`src/rtl/alu_exec_unit_if.sv`:
```
// Request/result handshake bundle between a requester and alu_exec_unit.
// The master modport drives requests and consumes results; the slave modport is the unit itself.
interface alu_exec_unit_if #(
  parameter int DATA_W = 16
);
  logic              in_valid;
  logic              in_ready;
  logic [4:0]        opcode;
  logic [1:0]        instr_type;
  logic [DATA_W-1:0] op_a;
  logic [DATA_W-1:0] op_b;
  logic [4:0]        shamt;
  logic              out_valid;
  logic              out_ready;
  logic [DATA_W-1:0] result;
  logic              zero;
  logic              illegal;
  logic [3:0]        alu_ctrl;

  modport master (
    output in_valid, opcode, instr_type, op_a, op_b, shamt, out_ready,
    input  in_ready, out_valid, result, zero, illegal, alu_ctrl
  );

  modport slave (
    input  in_valid, opcode, instr_type, op_a, op_b, shamt, out_ready,
    output in_ready, out_valid, result, zero, illegal, alu_ctrl
  );
endinterface

```
`src/rtl/alu_exec_unit.sv`:
```
// Single-issue ALU with a valid/ready handshake; shifts run one bit per cycle unless
// ALU_BARREL_SHIFT_EN is defined, in which case every shift completes in a single cycle.
module alu_exec_unit #(
  parameter int DATA_W  = 16,
  parameter int SHAMT_W = 4
) (
  input  logic           clk,
  input  logic           reset,
  alu_exec_unit_if.slave bus
);
  localparam logic [3:0] CTRL_NONE = 4'b0000;
  localparam logic [3:0] CTRL_AND  = 4'b0001;
  localparam logic [3:0] CTRL_ADD  = 4'b0010;
  localparam logic [3:0] CTRL_SUB  = 4'b0011;
  localparam logic [3:0] CTRL_CMP  = 4'b0100;
  localparam logic [3:0] CTRL_BEQ  = 4'b0101;
  localparam logic [3:0] CTRL_SLL  = 4'b1100;
  localparam logic [3:0] CTRL_SLR  = 4'b1101;
  localparam logic [3:0] CTRL_SLLV = 4'b1110;
  localparam logic [3:0] CTRL_SLRV = 4'b1111;

  typedef enum logic [1:0] {
    IDLE  = 2'd0,
    SHIFT = 2'd1,
    DONE  = 2'd2
  } state_t;

  state_t             state_reg, state_next;
  logic [DATA_W-1:0]  acc_reg, acc_next;
  logic [SHAMT_W-1:0] cnt_reg, cnt_next;
  logic [3:0]         ctrl_reg, ctrl_next;
  logic               illegal_reg, illegal_next;

  logic [3:0]         dec_ctrl;
  logic               dec_shift;
  logic               dec_right;
  logic [SHAMT_W-1:0] dec_amt;
  logic [DATA_W-1:0]  alu_value;
  logic               shamt_unused;

  always_comb begin
    dec_ctrl = CTRL_NONE;
    case (bus.instr_type)
      2'b00: begin
        case (bus.opcode)
          5'd0:    dec_ctrl = CTRL_AND;
          5'd1:    dec_ctrl = CTRL_ADD;
          5'd2:    dec_ctrl = CTRL_SUB;
          5'd3:    dec_ctrl = CTRL_CMP;
          default: dec_ctrl = CTRL_NONE;
        endcase
      end
      2'b01: begin
        case (bus.opcode)
          5'd0:             dec_ctrl = CTRL_AND;
          5'd1, 5'd2, 5'd3: dec_ctrl = CTRL_ADD;
          5'd4:             dec_ctrl = CTRL_BEQ;
          default:          dec_ctrl = CTRL_NONE;
        endcase
      end
      2'b11: begin
        case (bus.opcode)
          5'd0:    dec_ctrl = CTRL_SLL;
          5'd1:    dec_ctrl = CTRL_SLR;
          5'd2:    dec_ctrl = CTRL_SLLV;
          5'd3:    dec_ctrl = CTRL_SLRV;
          default: dec_ctrl = CTRL_NONE;
        endcase
      end
      default: dec_ctrl = CTRL_NONE;
    endcase
  end

  // Shift codes share the 11xx prefix: bit 1 selects op_b as amount, bit 0 selects right shift.
  assign dec_shift    = (dec_ctrl[3:2] == 2'b11);
  assign dec_right    = dec_ctrl[0];
  assign dec_amt      = dec_ctrl[1] ? bus.op_b[SHAMT_W-1:0] : bus.shamt[SHAMT_W-1:0];
  assign shamt_unused = ^bus.shamt;

  always_comb begin
    alu_value = '0;
    case (dec_ctrl)
      CTRL_AND:           alu_value = bus.op_a & bus.op_b;
      CTRL_ADD:           alu_value = bus.op_a + bus.op_b;
      CTRL_SUB, CTRL_BEQ: alu_value = bus.op_a - bus.op_b;
      CTRL_CMP:           alu_value = {{(DATA_W-1){1'b0}}, ($signed(bus.op_a) < $signed(bus.op_b))};
      default:            alu_value = '0;
    endcase
  end

`ifdef ALU_BARREL_SHIFT_EN
  logic [DATA_W-1:0] shift_value;
  assign shift_value = dec_right ? (bus.op_a >> dec_amt) : (bus.op_a << dec_amt);
`endif

  always_comb begin
    state_next   = state_reg;
    acc_next     = acc_reg;
    cnt_next     = cnt_reg;
    ctrl_next    = ctrl_reg;
    illegal_next = illegal_reg;
    case (state_reg)
      IDLE: begin
        if (bus.in_valid) begin
          ctrl_next    = dec_ctrl;
          illegal_next = (dec_ctrl == CTRL_NONE);
          state_next   = DONE;
          if (dec_shift) begin
`ifdef ALU_BARREL_SHIFT_EN
            acc_next = shift_value;
`else
            acc_next = bus.op_a;
            cnt_next = dec_amt;
            if (dec_amt != '0) begin
              state_next = SHIFT;
            end
`endif
          end else begin
            acc_next = alu_value;
          end
        end
      end
      SHIFT: begin
        // Direction is recovered from the latched control code, so late input changes cannot leak in.
        acc_next = ctrl_reg[0] ? (acc_reg >> 1) : (acc_reg << 1);
        cnt_next = cnt_reg - SHAMT_W'(1);
        if (cnt_reg == SHAMT_W'(1)) begin
          state_next = DONE;
        end
      end
      DONE: begin
        if (bus.out_ready) begin
          state_next = IDLE;
        end
      end
      default: state_next = IDLE;
    endcase
  end

  always_ff @(posedge clk or posedge reset) begin
    if (reset) begin
      state_reg   <= IDLE;
      acc_reg     <= '0;
      cnt_reg     <= '0;
      ctrl_reg    <= CTRL_NONE;
      illegal_reg <= 1'b0;
    end else begin
      state_reg   <= state_next;
      acc_reg     <= acc_next;
      cnt_reg     <= cnt_next;
      ctrl_reg    <= ctrl_next;
      illegal_reg <= illegal_next;
    end
  end

  assign bus.in_ready  = (state_reg == IDLE) && !reset;
  assign bus.out_valid = (state_reg == DONE);
  assign bus.result    = acc_reg;
  assign bus.zero      = (state_reg == DONE) && (acc_reg == '0);
  assign bus.illegal   = illegal_reg;
  assign bus.alu_ctrl  = ctrl_reg;
endmodule

```
`src/flat_wrapper.sv`:
```
// flat-port wrapper written by rule: the top's interface ports become plain ports
module alu_exec_unit_flat 
#(
  parameter int DATA_W  = 16,
  parameter int SHAMT_W = 4
)
  (clk, reset, bus_in_valid, bus_opcode, bus_instr_type, bus_op_a, bus_op_b, bus_shamt, bus_out_ready, bus_in_ready, bus_out_valid, bus_result, bus_zero, bus_illegal, bus_alu_ctrl);
  alu_exec_unit_if #(.DATA_W(DATA_W)) bus_i ();
  input  logic clk;
  input  logic reset;
  input wire logic [$bits(bus_i.in_valid)-1:0] bus_in_valid;
  input wire logic [$bits(bus_i.opcode)-1:0] bus_opcode;
  input wire logic [$bits(bus_i.instr_type)-1:0] bus_instr_type;
  input wire logic [$bits(bus_i.op_a)-1:0] bus_op_a;
  input wire logic [$bits(bus_i.op_b)-1:0] bus_op_b;
  input wire logic [$bits(bus_i.shamt)-1:0] bus_shamt;
  input wire logic [$bits(bus_i.out_ready)-1:0] bus_out_ready;
  output wire logic [$bits(bus_i.in_ready)-1:0] bus_in_ready;
  output wire logic [$bits(bus_i.out_valid)-1:0] bus_out_valid;
  output wire logic [$bits(bus_i.result)-1:0] bus_result;
  output wire logic [$bits(bus_i.zero)-1:0] bus_zero;
  output wire logic [$bits(bus_i.illegal)-1:0] bus_illegal;
  output wire logic [$bits(bus_i.alu_ctrl)-1:0] bus_alu_ctrl;
  assign bus_i.in_valid = bus_in_valid;
  assign bus_i.opcode = bus_opcode;
  assign bus_i.instr_type = bus_instr_type;
  assign bus_i.op_a = bus_op_a;
  assign bus_i.op_b = bus_op_b;
  assign bus_i.shamt = bus_shamt;
  assign bus_i.out_ready = bus_out_ready;
  assign bus_in_ready = bus_i.in_ready;
  assign bus_out_valid = bus_i.out_valid;
  assign bus_result = bus_i.result;
  assign bus_zero = bus_i.zero;
  assign bus_illegal = bus_i.illegal;
  assign bus_alu_ctrl = bus_i.alu_ctrl;
  alu_exec_unit #(.DATA_W(DATA_W), .SHAMT_W(SHAMT_W)) u_core (.clk(clk), .reset(reset), .bus(bus_i));
endmodule
```
`config.mk`:
```
export PLATFORM = sky130hd
export DESIGN_NAME = alu_exec_unit_flat
export DESIGN_NICKNAME = d
export VERILOG_FILES = /design/src/rtl/alu_exec_unit_if.sv /design/src/rtl/alu_exec_unit.sv /design/src/flat_wrapper.sv
export SDC_FILE = /design/constraint.sdc
export NUM_CORES = 1
export LEC_CHECK = 0
export ABC_AREA = 1
export CAP_MARGIN = 10
export CORE_ASPECT_RATIO = 0.9
export CORE_MARGIN = 3
export CORE_UTILIZATION = 40
export DETAILED_ROUTE_END_ITERATION = 8
export GPL_ROUTABILITY_DRIVEN = 0
export PLACE_DENSITY = 0.71
export SLEW_MARGIN = 10
export SYNTH_ARGS = -nofsm -noshare
export SYNTH_HDL_FRONTEND = slang
export SYNTH_SLANG_ARGS = --single-unit
```
`constraint.sdc`:
```
create_clock -name clk -period 1.6 [get_ports clk]
set_input_delay 0.32 -clock clk [delete_from_list [all_inputs] [get_ports clk]]
set_output_delay 0.32 -clock clk [all_outputs]
set_load 0.02 [all_outputs]
```
==> impl_metrics.json, run 1 <==
{
  "largest_reg_flops": 16,
  "num_vias": 6935,
  "fin_crit_ns": 2.10,
  "clockPowerShare_pct": 9.0,
  "seq_area_frac_synth_pct": 16.1,
  "rows": 34,
  "powerDensity_nw_per_um2": 848,
  "antenna_cells": 0,
  "grt_pass1_wl_um": 29500,
  "maxSlewViolCount": 0,
  "required_ns": 1.75,
  "grt_overflow": 0,
  "synth.top_cell.area_share_pct": 20.3,
  "fin_setup_tns_ns": -3.61,
  "clock.fmax_mhz": 476,
  "syn_avg_cell_area_um2": 5.73,
  "routed_wl_um": 24300,
  "swShare_pct": 47.7,
  "worst_slew_pin_slew_ns": 0.388,
  "antenna_found_initial": 0,
  "syn_area_um2": 4210,
  "combPwrFrac_pct": 72.9,
  "synth_nets": 818,
  "grt_pass1_vias": 6263,
  "violations": "negative setup slack",
  "p_int_w": 0.00359,
  "multi_input_area_um2": 4190,
  "max-clock-path-buffers": 2,
  "rsz0062_at_grt": "true",
  "design.core.area_um2": 9950,
  "finalCritPeriodShare_pct": 131,
  "grt_max_degree": 28,
  "cts_tree": "yes",
  "setup_ws_ns": -0.499,
  "dp_cells": 1064,
  "setup_viol": 16,
  "htreeDepth": 1,
  "die_h_um": 103,
  "cts.clk_slew.worst_paths_ns": 0.08,
  "synth-edff-count": 0,
  "syn_inst": 734,
  "pwr-share-seq_pct": 18.2,
  "peakVddDrop_mv": 0.779,
  "drive_gt1_share_pct": 52.5,
  "numPortBuffers": 70,
  "initial_core_util_pct": 42.3,
  "drt-vias-per-instance": 6.22,
  "hold_viol": 0,
  "hpwl_um": 12700,
  "drt_first_iter_violations": 825,
  "synth-seq-cells": 27,
  "die-width_um": 114,
  "synth_cell_type_count": 39,
  "cts_hold_buf": 0,
  "post-route-util_pct": 81.4,
  "cts_sinks": 27,
  "cts_root_buf": "clkbuf_16",
  "timing.slew.headroom_pct": 74.0,
  "fin_skew_ns": 0.00351,
  "clk_latency_ns": 0.27,
  "crit_type": "in2reg",
  "path_max_fanout": 3,
  "async_flop_share_pct": 100,
  "fp.dieArea_um2": 11800,
  "fin_nets": 1074,
  "crit_arrival_ns": 2.25,
  "hold_path_class": "in2async",
  "synth_commonest_cells": "227 x nand2_1, 138 x inv_1, 69 x nor2_1, 64 x nand3_1, 35 x nand4_1",
  "cp-end-kind": "flip-flop",
  "synthTopCellsByArea": "nand2_1 20%, dfrtp_1 16%, inv_1 12%, ha_1 10%, nand3_1 7.6%",
  "status": "finished with violations",
  "wl_per_cell_um": 21.8,
  "num_io_pins": 72,
  "regArea_um2": 676,
  "numCtsBuffers": 3,
  "startpoint_type": "primary input",
  "leakage_nw": 4.18,
  "synth.largest_area_cell": "nand2_1",
  "stdcell_count": 1115,
  "p_switching_w": 0.00328,
  "power_w": 0.00687,
  "drt_first_pass_iters": 7,
  "fill_cells": 529,
  "area_growth_pct": 92.6,
  "yosysMostFrequentCell": "nand2_1",
  "cap_violations": 0,
  "track_usage_pct": 31.1,
  "remaining_drc_errors": 0,
  "ys.flop_type": "dfrtp_1",
  "dp_slack_ns": -0.922,
  "antenna_left": 0,
  "yosys_warnings": 0
}
[cell families after synthesis]
kind of cell             synth area share (%)
adder cells (fa/ha/maj)                  11.1
XOR/XNOR                                 1.67
buffers and inverters                    15.8
flip-flops                               16.1
AO/OA/AOI/OAI                            11.8
AND/OR/NAND/NOR                          43.5
[final timing paths]
path | startpoint | to | slack, ns | cells after the start
min in group clk | u_core.bus.alu_ctrl[3] | u_core.bus.alu_ctrl[3] | 0.49 | 2
max | bus_op_a[0] | u_core.bus.result[6] | -0.50 | 13
min reg2reg | u_core.bus.alu_ctrl[3] | u_core.bus.alu_ctrl[3] | 0.49 | 2
min | reset | u_core.bus.alu_ctrl[1] | 0.46 | 3
max reg2reg | u_core.state_reg[0] | u_core.bus.result[12] | -0.07 | 8
max in group asynchronous | reset | u_core.cnt_reg[3] | 0.86 | 3
[cell type report]
class	instances	share of cell area (%)
Timing Repair inverter	1	0.201
Multi-Input combinational cell	542	51.7
Inverter	141	7.52
Tap cell	126	1.95
Sequential cell	27	8.34
Clock inverter	1	0.0927
Clock buffer	3	0.927
Timing Repair Buffer	274	29.3
[critical path: stages]
cell	delay, ns
buf_12	0.12
inv_12	0.05
ha_4	0.13
inv_4	0.05
fa_2	0.39
nand3_2	0.11
nand3_4	0.11
nand2_2	0.11
a21oi_1	0.09
o21ai_1	0.15
nand4_1	0.33
nand2_1	0.20
a21boi_1	0.09
[routing by layer]
layer / up-vias / wire length, um / global-route usage (%)
met4: 0 / 2300 / 16.3
met2: 678 / 11200 / 57.2
met3: 256 / 2820 / 4.30
met1: 3137 / 8010 / 35.3
met5: - / 0 / 0
li1: 2864 / - / -
[power groups by stage]
stage	combinational [W]	clock, W	sequential (W)
after floorplan	0.00157	0	0.00153
after global placement	0.00384	0	0.00118
after detailed placement	0.00395	0	0.00119
after CTS	0.00418	0.000605	0.00118
after global routing	0.00528	0.000638	0.00127
final	0.00500	0.000615	0.00125
[stage by stage]
step           area [um^2]  hold WS [ns]
2_1_floorplan         4510         0.373
3_3_place_gp          6420         0.467
3_5_place_dp          6420         0.476
4_1_cts               7350         0.472
5_1_grt               8100         0.497
6_report              8100         0.462
[cells in the final DEF, fill, tap and decap left out, types with 14 or more instances in the layout]
cell | synthesis | routed
a21oi_2 | 0 | 14
nand2_2 | 3 | 46
buf_2 | 11 | 14
nand4_1 | 35 | 35
nand3_2 | 1 | 26
inv_1 | 138 | 92
dfrtp_1 | 27 | 27
nand2_1 | 227 | 153
inv_4 | 0 | 14
dlygate4sd2_1 | 0 | 19
nand3_1 | 64 | 31
inv_2 | 2 | 29
nor2_1 | 69 | 38
ha_4 | 0 | 20
nand2_4 | 1 | 30
buf_6 | 3 | 39
nor2_4 | 4 | 27
buf_4 | 2 | 173
[timing repair]
action | CTS | global route
gates cloned | 2 | 0
gates resized for setup | 359 | 199
setup endpoints to repair | 45 | 27
buffers inserted | 33 | 22
pin swaps | 129 | 141
(Power assumes the default switching activity.)
==> inputs of run 2 (changes only) <==
--- a/config.mk
+++ b/config.mk
@@ -8,11 +8,11 @@
 export ABC_AREA = 1
 export CAP_MARGIN = 10
 export CORE_ASPECT_RATIO = 0.9
-export CORE_MARGIN = 3
+export CORE_MARGIN = 2
 export CORE_UTILIZATION = 40
 export DETAILED_ROUTE_END_ITERATION = 8
 export GPL_ROUTABILITY_DRIVEN = 0
-export PLACE_DENSITY = 0.71
+export PLACE_DENSITY = 0.68
 export SLEW_MARGIN = 10
 export SYNTH_ARGS = -nofsm -noshare
 export SYNTH_HDL_FRONTEND = slang
==> constraint.sdc (replaced) <==
create_clock -name clk -period 2.2 [get_ports clk]
set_input_delay 0.44 -clock clk [delete_from_list [all_inputs] [get_ports clk]]
set_output_delay 0.44 -clock clk [all_outputs]
set_load 0.02 [all_outputs]
==> run 2 against run 1 <==
  * Critical path type unchanged
  * Cell count is 7.2% lower
  * Critical endpoint is now u_core.bus.result[13]
  * Register-to-register slack gained 0.45 ns
  * Sequential share of layout area up 2.1 points
  * The run now ends clean
==> impl_metrics.json, run 2 (synthesis results as in run 1) <==
{
  "status": "complete, no violations",
  "die-width_um": 112,
  "fp.dieArea_um2": 11400,
  "combPwrFrac_pct": 64.0,
  "hp-start": "u_core.bus.illegal",
  "drt_first_pass_iters": 5,
  "clk_latency_ns": 0.26,
  "num_vias": 5358,
  "wl_per_cell_um": 14.2,
  "design.core.area_um2": 10200,
  "drive_gt1_share_pct": 28.4,
  "final_cell_mix": "199 x nand2_1, 118 x buf_4, 116 x inv_1",
  "numPortBuffers": 70,
  "fin_crit_ns": 2.12,
  "hold_viol": 0,
  "startpoint_type": "primary input",
  "powerDensity_nw_per_um2": 583,
  "post-route-util_pct": 63.5,
  "grt_max_degree": 33,
  "cts_root_buf": "clkbuf_16",
  "swShare_pct": 44.9,
  "clock.fmax_mhz": 472,
  "htreeDepth": 1,
  "largest_reg_flops": 16,
  "hold_path_class": "reg2reg",
  "rr_startpoint": "u_core.state_reg[1]",
  "num_io_pins": 72,
  "worst_slew_pin_slew_ns": 0.492,
  "maxSlewViolCount": 0,
  "timing.rr.end": "u_core.bus.result[11]",
  "hpwl_um": 11500,
  "p_int_w": 0.00209,
  "rows": 35,
  "hold_path_depth": 1,
  "cp-end-kind": "flip-flop",
  "max-clock-path-buffers": 2,
  "drt_first_iter_violations": 459,
  "crit_arrival_ns": 2.26,
  "whs_ns": 0.522,
  "area_growth_pct": 54.6,
  "fill_cells": 949,
  "timing.slew.headroom_pct": 67.1,
  "crit_type": "in2reg",
  "remaining_drc_errors": 0,
  "fin_setup_tns_ns": 0,
  "r2r_setup_slack_ns": 0.38,
  "grt_overflow": 0,
  "cts_hold_buf": 0,
  "layout_commonest_cell": "nand2_1",
  "pwr-share-seq_pct": 25.1,
  "setup_viol": 0,
  "leakage_nw": 3.56,
  "finalCritPeriodShare_pct": 96.4,
  "antenna_found_initial": 0,
  "numCtsBuffers": 3,
  "p_switching_w": 0.00170,
  "holdPathEnd": "u_core.bus.illegal",
  "path_max_fanout": 6,
  "die_h_um": 101,
  "grt_pass1_wl_um": 22800,
  "antenna_left": 0,
  "reg2reg_depth": 6,
  "drt-vias-per-instance": 5.18,
  "antenna_cells": 0,
  "track_usage_pct": 24.3,
  "fin_nets": 991,
  "clockPowerShare_pct": 10.9,
  "cts_sinks": 27,
  "peakVddDrop_mv": 0.530,
  "cts_tree": "yes",
  "required_ns": 2.34,
  "initial_core_util_pct": 41.1,
  "cap_violations": 0,
  "cts.clk_slew.worst_paths_ns": 0.07,
  "fin_skew_ns": 0.00425,
  "routed_wl_um": 14700,
  "grt_pass1_vias": 4986
}
## run 2: power by group through the flow
stage                     clock network, W  logic [W]  registers [W]
after CTS                         0.000420    0.00227       0.000945
after detailed placement                 0    0.00221       0.000956
after global routing              0.000441    0.00265       0.000980
final                             0.000414    0.00242       0.000951
after global placement                   0    0.00216       0.000943
after floorplan                          0    0.00104        0.00111
## run 2: worst max path at each step
stage | from | end | depth (start not counted)
final | bus_op_a[9] | u_core.bus.result[13] | 13
after global routing | bus_op_a[6] | u_core.bus.result[9] | 13
after CTS | bus_op_b[7] | u_core.bus.result[0] | 13
after detailed placement | bus_op_b[0] | u_core.bus.result[0] | 14
after global placement | bus_op_b[0] | u_core.bus.result[0] | 14
after floorplan | u_core.state_reg[0] | bus_zero | 5
## run 2: layout make-up
type | instances | area (um^2) | share of cell area [%]
Inverter | 141 | 531 | 8.16
Timing Repair Buffer | 192 | 1710 | 26.2
Multi-Input combinational cell | 542 | 3350 | 51.5
Clock buffer | 4 | 78.8 | 1.21
Sequential cell | 27 | 676 | 10.4
Tap cell | 129 | 161 | 2.48
## run 2: critical path, stage by stage
cell and delay (ns):
clkdlybuf4s50_1 0.53, ha_4 0.25, inv_2 0.08, nand2_1 0.08
buf_4 0.14, nor3_2 0.19, nand2_2 0.08, nand3_1 0.07
nand2_1 0.05, nand3_1 0.08, nand3_2 0.09, nand2_2 0.11
a21oi_2 0.06
## run 2: what timing repair did
| item | 4_1_cts | 5_1_grt |
|---|---|---|
| pin swaps | 4 | 34 |
| endpoints found under the setup margin | 14 | 18 |
| gates resized for setup | 42 | 131 |
| buffers inserted | 0 | 8 |
## run 2: metrics by stage
step	power (W)	setup WS, ns	cell area (um^2)	instances
floorplan	0.00215	0.0944	4210	734
global placement	0.00310	-0.517	5840	1023
detailed placement	0.00317	-0.541	5840	1023
CTS	0.00364	-0.0159	6090	1027
global route	0.00407	-0.0336	6500	1035
finish	0.00379	0.0794	6500	1035
## run 2: metal layers
metal	wire length, um	share of wire (%)	track usage (%)	vias up
li1	-	-	-	2682
met1	6490	44	32.4	2444
met2	7010	48	41.7	199
met3	847	5.8	2.21	33
met4	378	2.6	7.97	0
met5	0	0	0	-
